### config.mk
export PLATFORM = sky130hd
export DESIGN_NAME = tt_um_serial_subtractor_flat
export DESIGN_NICKNAME = d
export VERILOG_FILES = /design/src/rtl/tt_um_serial_subtractor_pkg.sv /design/src/rtl/tt_um_serial_subtractor_if.sv /design/src/rtl/tt_um_serial_subtractor_cell.sv /design/src/rtl/tt_um_serial_subtractor.sv /design/src/flat_wrapper.sv
export SDC_FILE = /design/constraint.sdc
export NUM_CORES = 1
export LEC_CHECK = 0
export CAP_MARGIN = 20
export CORE_MARGIN = 1.5
export CORE_UTILIZATION = 30
export DETAILED_ROUTE_END_ITERATION = 16
export PLACE_DENSITY = 0.57
export SLEW_MARGIN = 30
export SYNTH_ARGS = -nofsm -noshare
export SYNTH_HDL_FRONTEND = slang
export SYNTH_HIERARCHICAL = 1
export SYNTH_SLANG_ARGS = --single-unit
### constraint.sdc
create_clock -name clk -period 3.1 [get_ports clk]
set_input_delay 0.62 -clock clk [delete_from_list [all_inputs] [get_ports clk]]
set_output_delay 0.62 -clock clk [all_outputs]
set_load 0.02 [all_outputs]
### src/rtl/tt_um_serial_subtractor_pkg.sv
// Shared constants and types for the bit-serial 8-bit subtractor.
package tt_um_serial_subtractor_pkg;
  localparam int WIDTH = 8;
  localparam int CNT_W = $clog2(WIDTH);

  // uio_in control bits
  localparam int LOAD_A = 0;
  localparam int LOAD_B = 1;
  localparam int START  = 2;

  // uio_out status bits
  localparam int BUSY   = 7;
  localparam int DONE   = 6;
  localparam int BORROW = 5;

  localparam logic [7:0] UIO_OE = 8'b1110_0000;

  typedef enum logic [1:0] {S_IDLE, S_RUN, S_DONE} state_e;
endpackage

### src/rtl/tt_um_serial_subtractor_if.sv
// Pin-level bundle of the subtractor: enable, operand/control inputs, result/status outputs.
interface tt_um_serial_subtractor_if;
  logic       ena;
  logic [7:0] ui_in;
  logic [7:0] uio_in;
  logic [7:0] uo_out;
  logic [7:0] uio_out;
  logic [7:0] uio_oe;

  modport master (output ena, ui_in, uio_in, input uo_out, uio_out, uio_oe);
  modport slave  (input ena, ui_in, uio_in, output uo_out, uio_out, uio_oe);
endinterface

### src/rtl/tt_um_serial_subtractor_cell.sv
// One-bit full subtractor: d = a - b - bin, bout is the borrow into the next bit.
module serial_sub_cell (
  input  logic a,
  input  logic b,
  input  logic bin,
  output logic d,
  output logic bout
);
  assign d    = a ^ b ^ bin;
  assign bout = (~a & b) | (~(a ^ b) & bin);
endmodule

### src/rtl/tt_um_serial_subtractor.sv
// Bit-serial A-B: operands latched by load strobes, LSB-first over WIDTH cycles after start.
module tt_um_serial_subtractor
  import tt_um_serial_subtractor_pkg::*;
(
  input  logic                       clk,
  input  logic                       rst_n,
  tt_um_serial_subtractor_if.slave   io
);
  state_e           state_q, state_d;
  logic [WIDTH-1:0] a_q, a_d, b_q, b_d;
  logic [WIDTH-1:0] sa_q, sa_d, sb_q, sb_d;
  logic [WIDTH-1:0] dsh_q, dsh_d, res_q, res_d;
  logic             borrow_q, borrow_d;
  logic [CNT_W-1:0] cnt_q, cnt_d;
  logic             bit_d, bit_bout;
  logic [7:0]       status;
  logic             unused_uio;

  assign unused_uio = &{1'b0, io.uio_in[7:3]};

  serial_sub_cell u_cell (
    .a    (sa_q[0]),
    .b    (sb_q[0]),
    .bin  (borrow_q),
    .d    (bit_d),
    .bout (bit_bout)
  );

  always_comb begin
    state_d  = state_q;
    a_d      = a_q;
    b_d      = b_q;
    sa_d     = sa_q;
    sb_d     = sb_q;
    dsh_d    = dsh_q;
    res_d    = res_q;
    borrow_d = borrow_q;
    cnt_d    = cnt_q;
    unique case (state_q)
      S_IDLE, S_DONE: begin
        // start wins over any load strobe in the same cycle
        if (io.uio_in[START]) begin
          state_d  = S_RUN;
          sa_d     = a_q;
          sb_d     = b_q;
          borrow_d = 1'b0;
          cnt_d    = '0;
        end else begin
          if (io.uio_in[LOAD_A]) a_d = io.ui_in;
          if (io.uio_in[LOAD_B]) b_d = io.ui_in;
        end
      end
      S_RUN: begin
        sa_d     = sa_q >> 1;
        sb_d     = sb_q >> 1;
        dsh_d    = {bit_d, dsh_q[WIDTH-1:1]};
        borrow_d = bit_bout;
        if (cnt_q == CNT_W'(WIDTH - 1)) begin
          res_d   = dsh_d;
          state_d = S_DONE;
        end else begin
          cnt_d = cnt_q + 1'b1;
        end
      end
      default: state_d = S_IDLE;
    endcase
  end

  always_ff @(posedge clk or negedge rst_n) begin
    if (!rst_n) begin
      state_q  <= S_IDLE;
      a_q      <= '0;
      b_q      <= '0;
      sa_q     <= '0;
      sb_q     <= '0;
      dsh_q    <= '0;
      res_q    <= '0;
      borrow_q <= 1'b0;
      cnt_q    <= '0;
    end else if (io.ena) begin
      state_q  <= state_d;
      a_q      <= a_d;
      b_q      <= b_d;
      sa_q     <= sa_d;
      sb_q     <= sb_d;
      dsh_q    <= dsh_d;
      res_q    <= res_d;
      borrow_q <= borrow_d;
      cnt_q    <= cnt_d;
    end
  end

  always_comb begin
    status         = '0;
    status[BUSY]   = (state_q == S_RUN);
    status[DONE]   = (state_q == S_DONE);
    status[BORROW] = borrow_q;
  end

  assign io.uo_out  = res_q;
  assign io.uio_out = status;
  assign io.uio_oe  = UIO_OE;
endmodule

### src/flat_wrapper.sv
// flat-port wrapper written by rule: the top's interface ports become plain ports
module tt_um_serial_subtractor_flat import tt_um_serial_subtractor_pkg::*;
  (clk, rst_n, io_ena, io_ui_in, io_uio_in, io_uo_out, io_uio_out, io_uio_oe);
  tt_um_serial_subtractor_if io_i ();
  input  logic clk;
  input  logic rst_n;
  input wire logic [$bits(io_i.ena)-1:0] io_ena;
  input wire logic [$bits(io_i.ui_in)-1:0] io_ui_in;
  input wire logic [$bits(io_i.uio_in)-1:0] io_uio_in;
  output wire logic [$bits(io_i.uo_out)-1:0] io_uo_out;
  output wire logic [$bits(io_i.uio_out)-1:0] io_uio_out;
  output wire logic [$bits(io_i.uio_oe)-1:0] io_uio_oe;
  assign io_i.ena = io_ena;
  assign io_i.ui_in = io_ui_in;
  assign io_i.uio_in = io_uio_in;
  assign io_uo_out = io_i.uo_out;
  assign io_uio_out = io_i.uio_out;
  assign io_uio_oe = io_i.uio_oe;
  tt_um_serial_subtractor u_core (.clk(clk), .rst_n(rst_n), .io(io_i));
endmodule
==> impl_metrics.tcl, run 1 <==
set metrics [dict create \
    reg2regPathDepth 4 \
    fin_nets 221 \
    power.total_mw 2.642 \
    p_sw_share_pct 30.01 \
    root_buffer "clkbuf_8" \
    routedWlPerCell_um 12.51 \
    clkSinkCount 53 \
    cts_inserted_buffers 5 \
    max_cap_viol_count 0 \
    yosysSeqAreaShare_pct 52.45 \
    grt_pass1_vias 1351 \
    vias 1297 \
    cts_tree "yes" \
    synth_cell_types 29 \
    netlist_area_sq_um 2529 \
    yosys.area.top_type_share_pct 52.45 \
    crit_type "flip-flop to primary output" \
    first_iter_violations 54 \
    die_area_sq_um 8989 \
    finalSetupTns_ps 0 \
    hold_path_class "primary input to asynchronous set/reset pin" \
    clock_latency_ps 300 \
    n_antenna_cell 0 \
    ant_nets 0 \
    clk_path_buf_depth 2 \
    coreArea_sq_um 8175 \
    portBuffers 24 \
    vdd_drop_max_mv 0.2937 \
    drt_pass1_iterations 4 \
    grt_antenna_before_repair 0 \
    die_w_um 94.81 \
    overflow 0 \
    synthToLayoutAreaGrowth_pct 14.60 \
    rows 33 \
    period_needed_ps 2601 \
    hpwl_um 2589 \
    cts_setup_buffers 0 \
    rsz0062_at_grt "no" \
    power_switching_mw 0.7928 \
    max_freq_ghz 0.3845 \
    r2r_end "u_core/sa_q[2]" \
    grt_first_pass_wirelength_um 6672 \
    setup_slack_ps 499.0 \
    synth_seq_cells 53 \
    postPlaceCellArea_sq_um 2814 \
    run_status "finished, final reports clean" \
    viasPerCell 4.252 \
    crit_path_max_fanout 15 \
    drc 0 \
    pre_cts_ws_ps 781.2 \
    worstPathArrival_ps 1980 \
    finClkSkew_ps 6.893 \
    wl_um 3817 \
    start_kind "flip-flop" \
    tightest_slew_ps 684.5 \
    p_leak_nw 1.321 \
    drive_gt1_share_pct 39.50 \
    finalNonFillerCells 305 \
    grt_usage_pct 9.719 \
    die_h_um 94.81 \
    clk_pin_slew_ps 90 \
    avgSynthCellArea_sq_um 14.70 \
    hold_viol 0 \
    cp-end-kind "primary output" \
    rrSetupSlack_ps 1100 \
    r2r_start "u_core/state_q[0]" \
    cts_max_level 2 \
    dp_cells 297 \
    pwr-share-comb_pct 40.7 \
    seq_power_share_pct 45.2 \
    yosys.area.top_type "dfrtp_1" \
    synth_warnings 6 \
    relSlewSlack_pct 54.36 \
    setup_violations 0 \
    p_per_area_nw_per_um2 911.7 \
    p_int_mw 1.849 \
    io_pins 43 \
    cts_resized 0 \
    clockPowerShare_pct 14.1 \
    fin_crit_sh_pct 83.90 \
    synthCells 172 \
    place.gp.congestion 0.6603 \
    start_util_pct 30.93 \
    fin_area_sq_um 2898 \
    hold_buffers 0 \
    synth_area_leaders "dfrtp_1 (52%), mux2_2 (17%), mux2_4 (12%)" \
    critPathRequiredTime_ps 2480 \
    drv_slew 0 \
    grt_max_degree 54 \
]
[layer usage]
| layer | GRT usage [%] | wire length, um | part of all wire, % |
|---|---|---|---|
| met5 | 0 | 0 | 0 |
| met4 | 4.104 | 73 | 1.9 |
| met3 | 2.576 | 136 | 3.6 |
| met2 | 14.11 | 1641 | 43 |
| met1 | 13.58 | 1966 | 52 |
[cells in the final DEF (no fill, tap or decap), drive strengths merged]
cell type	n
a21boi	1
a21o	1
a22o	2
a31oi	2
and3b	1
and4bb	1
buf	7
clkbuf	7
clkdlybuf4s50	23
clkinvlp	1
conb	13
dfrtp	53
fa	1
ha	2
inv	5
mux2	60
nand2	5
nand2b	2
nand3	2
nor2	1
nor2b	3
nor4bb	2
o21ai	3
o2bb2ai	2
[logic make-up after synthesis]
family / share of synthesized area [%]
fa+ha+maj: 1.781
compound gates: 3.513
flops: 52.45
simple gates: 4.750
buf+inv: 7.372
mux: 29.84
other cells: 0.2970
[worst max-delay path, cell delays in order, from the launching register on]
cell	delay, ps
dfrtp_1	590
nand2b_4	270
inv_2	200
clkdlybuf4s50_1	620
[stage by stage]
stage                     utilization (%)  hold slack [ps]
after floorplan                         -            324.4
after global routing                35.45            482.3
after detailed placement            34.42            492.2
after CTS                           35.45            454.4
after global placement              34.42            486.5
final                               35.45            417.3
[worst max-delay path by stage]
| stage | cells past startpoint | to | from |
|---|---|---|---|
| global route | 3 | io_uio_out[7] | u_core/state_q[0] |
| detailed placement | 5 | u_core/sa_q[6] | io_uio_in[2] |
| CTS | 3 | io_uio_out[7] | u_core/state_q[0] |
| finish | 3 | io_uio_out[7] | u_core/state_q[0] |
| global placement | 5 | u_core/sa_q[5] | io_uio_in[2] |
| floorplan | 4 | u_core/sa_q[0] | io_uio_in[2] |
[power by group through the flow]
stage	clock [mW]	sequential [mW]	combinational, mW
2_1_floorplan	0	1.20	0.887
3_3_place_gp	0	1.21	1.08
3_5_place_dp	0	1.21	1.09
4_1_cts	0.395	1.20	1.09
5_1_grt	0.419	1.24	1.18
6_report	0.372	1.19	1.08
[registers in the layout, indices dropped and copies added (netlist names)]
| name | flops |
|---|---|
| u_core/sa_q | 8 |
| u_core/state_q | 2 |
| u_core/cnt_q | 3 |
| u_core/b_q | 8 |
| u_core/a_q | 8 |
| u_core/sb_q | 8 |
| u_core/borrow_q | 1 |
| u_core/io.uo_out | 8 |
| u_core/dsh_q | 7 |
[Yosys cell counts]
library cell	count
buf_4	14
buf_2	4
conb_1	2
nor2b_1	3
a22o_1	2
nand3_1	1
mux2_4	21
ha_1	2
inv_2	1
nand2_1	4
and4bb_2	1
nand2_2	1
o21ai_0	3
mux2_2	39
and3b_1	1
inv_1	4
buf_6	2
a21boi_4	1
fa_1	1
nand3_2	1
nor4bb_1	2
a31oi_1	2
a21o_1	1
nand2b_4	1
o2bb2ai_1	2
nor2_1	1
buf_12	1
nand2b_1	1
dfrtp_1	53
[final cells by class]
cell class | count | area, sq um
clock buffers | 7 | 76.32
multi-input cells | 104 | 1057
clock inverters | 1 | 7.507
repair buffers | 30 | 280.3
flip-flops and latches | 53 | 1326
fillers | 814 | 5278
well taps | 105 | 131.4
inverters | 5 | 18.77
(Power assumes the default switching activity.)
==> inputs of run 2 (changes only) <==
--- a/config.mk
+++ b/config.mk
@@ -9,7 +9,7 @@
 export CORE_MARGIN = 1.5
 export CORE_UTILIZATION = 30
 export DETAILED_ROUTE_END_ITERATION = 16
-export PLACE_DENSITY = 0.57
+export PLACE_DENSITY = 0.59
 export SLEW_MARGIN = 30
 export SYNTH_ARGS = -nofsm -noshare
 export SYNTH_HDL_FRONTEND = slang
==> constraint.sdc (replaced) <==
create_clock -name clk -period 2.3 [get_ports clk]
set_input_delay 0.46 -clock clk [delete_from_list [all_inputs] [get_ports clk]]
set_output_delay 0.46 -clock clk [all_outputs]
set_load 0.02 [all_outputs]
==> run 2 against run 1 <==
Effect of this change:
- setup slack got worse by 380 ps
- via count is 1.7% higher
- final cell count is 0.33% higher
- sequential power is 35% higher
- clock power rose by 37%
- clock skew increased by 3.4 ps
- die area unchanged
- final area grew 1.2%
- flip-flop and latch count is the same
==> impl_metrics.tcl, run 2 (same netlist as run 1, synthesis figures left out) <==
set metrics [dict create \
    hpwl_um 2705 \
    crit_cells 3 \
    crit_path_max_fanout 12 \
    die_area_sq_um 8989 \
    worstPathArrival_ps 1720 \
    p_leak_nw 1.340 \
    fin_area_sq_um 2933 \
    cts_tree "yes" \
    synthToLayoutAreaGrowth_pct 15.98 \
    cp-end-kind "primary output" \
    grt_usage_pct 9.927 \
    drt_pass1_iterations 4 \
    final_common_cell "dfrtp_1" \
    reg2regPathDepth 5 \
    io_pins 43 \
    worstSetupStartpoint "u_core/state_q[0]" \
    vdd_drop_max_mv 0.3579 \
    start_kind "flip-flop" \
    postPlaceCellArea_sq_um 2846 \
    hold_viol 0 \
    final_cell_mix "dfrtp_1 (53), mux2_2 (39), clkdlybuf4s50_1 (23)" \
    start_util_pct 30.93 \
    die_w_um 94.81 \
    drive_gt1_share_pct 40.80 \
    coreArea_sq_um 8175 \
    die_h_um 94.81 \
    drv_slew 0 \
    ant_nets 0 \
    fin_nets 222 \
    crit_type "flip-flop to primary output" \
    hold_path_class "primary input to asynchronous set/reset pin" \
    rsz0062_at_grt "no" \
    rows 33 \
    n_antenna_cell 0 \
    clk_pin_slew_ps 100 \
    crit_slowest_cell "clkdlybuf4s50_1" \
    hold_buffers 0 \
    grt_pass1_vias 1350 \
    finalSetupTns_ps 0 \
    overflow 0 \
    r2r_start "u_core/state_q[0]" \
    first_iter_violations 44 \
    place.gp.congestion 0.6927 \
    cts_max_level 2 \
    slowest_delay_ps 620 \
    period_needed_ps 2180 \
    tightest_slew_ps 577.8 \
    max_cap_viol_count 0 \
    rrSetupSlack_ps 570 \
    viasPerCell 4.310 \
    run_status "finished, final reports clean" \
    clk_path_buf_depth 2 \
    r2r_end "u_core/sb_q[3]" \
    wl_um 3931 \
    critPathRequiredTime_ps 1840 \
    routedWlPerCell_um 12.85 \
    drc 0 \
    path_cells "nand2b_4, inv_2, clkdlybuf4s50_1" \
    fin_crit_sh_pct 94.79 \
    relSlewSlack_pct 61.48 \
    clkSinkCount 53 \
    root_buffer "clkbuf_8" \
    portBuffers 24 \
    power.total_mw 3.612 \
    clock_latency_ps 300 \
    cts_setup_buffers 0 \
    cts_resized 0 \
    p_per_area_nw_per_um2 1232 \
    grt_first_pass_wirelength_um 6837 \
    setup_violations 0 \
    worstSetupEndpoint "io_uio_out[7]" \
    grt_max_degree 31 \
    max_freq_ghz 0.4587 \
    vias 1319 \
    grt_antenna_before_repair 0 \
    crit_buf_inv 2 \
    critical-path-top-delay-family "buffers and inverters" \
    finClkSkew_ps 10.29 \
    cts_inserted_buffers 5 \
]
==> run 2: cell count changes in the layout (fill, tap and decap cells not counted) <==
cell	previous run	this run
buf_12	0	2
clkbuf_1	2	0
clkinv_2	0	2
buf_4	6	5
==> run 2: worst min-delay path by stage <==
stage / startpoint / to / cells after the start
after detailed placement: rst_n / u_core/io.uo_out[7] / 1
after CTS: rst_n / u_core/io.uo_out[7] / 1
after global placement: rst_n / u_core/sa_q[1] / 1
after floorplan: rst_n / u_core/a_q[0] / 0
after global routing: rst_n / u_core/io.uo_out[7] / 1
final: rst_n / u_core/b_q[0] / 1
==> run 2: cell type report <==
| cell class | count | area, sq um |
|---|---|---|
| multi-input cells | 104 | 1057 |
| clock buffers | 5 | 68.82 |
| flip-flops and latches | 53 | 1326 |
| well taps | 105 | 131.4 |
| fillers | 796 | 5243 |
| inverters | 5 | 18.77 |
| clock inverters | 3 | 17.52 |
| repair buffers | 31 | 312.8 |
==> run 2: metrics by stage <==
stage	hold slack (ps)	setup slack, ps	cells	utilization, %
after floorplan	164.4	787.3	183	-
after global placement	489.2	373.1	298	34.82
after detailed placement	490.8	351.4	298	34.82
after CTS	151.2	91.62	306	35.87
after global routing	155.7	6.049	306	35.87
final	139.4	119.7	306	35.87
==> run 2: power by group <==
group / switching [mW] / internal, mW / total [mW]
Sequential: 0.257 / 1.36 / 1.61
Combinational: 0.543 / 0.948 / 1.49
Clock: 0.298 / 0.211 / 0.509
==> run 2: layer usage <==
| metal | track usage [%] | wire, um | vias up |
|---|---|---|---|
| li1 | - | - | 625 |
| met1 | 13.52 | 1979 | 665 |
| met2 | 15.48 | 1780 | 23 |
| met3 | 2.254 | 114 | 6 |
| met4 | 3.358 | 57 | 0 |
| met5 | 0 | 0 | - |
==> inputs of run 3 (changes only) <==
--- a/config.mk
+++ b/config.mk
@@ -8,6 +8,7 @@
 export CAP_MARGIN = 20
 export CORE_MARGIN = 1.5
 export CORE_UTILIZATION = 30
+export CTS_BUF_LIST = sky130_fd_sc_hd__clkbuf_8
 export DETAILED_ROUTE_END_ITERATION = 16
 export PLACE_DENSITY = 0.59
 export SLEW_MARGIN = 30
==> results of run 3 <==
Final layout, timing and power as in run 2 (identical DEF).
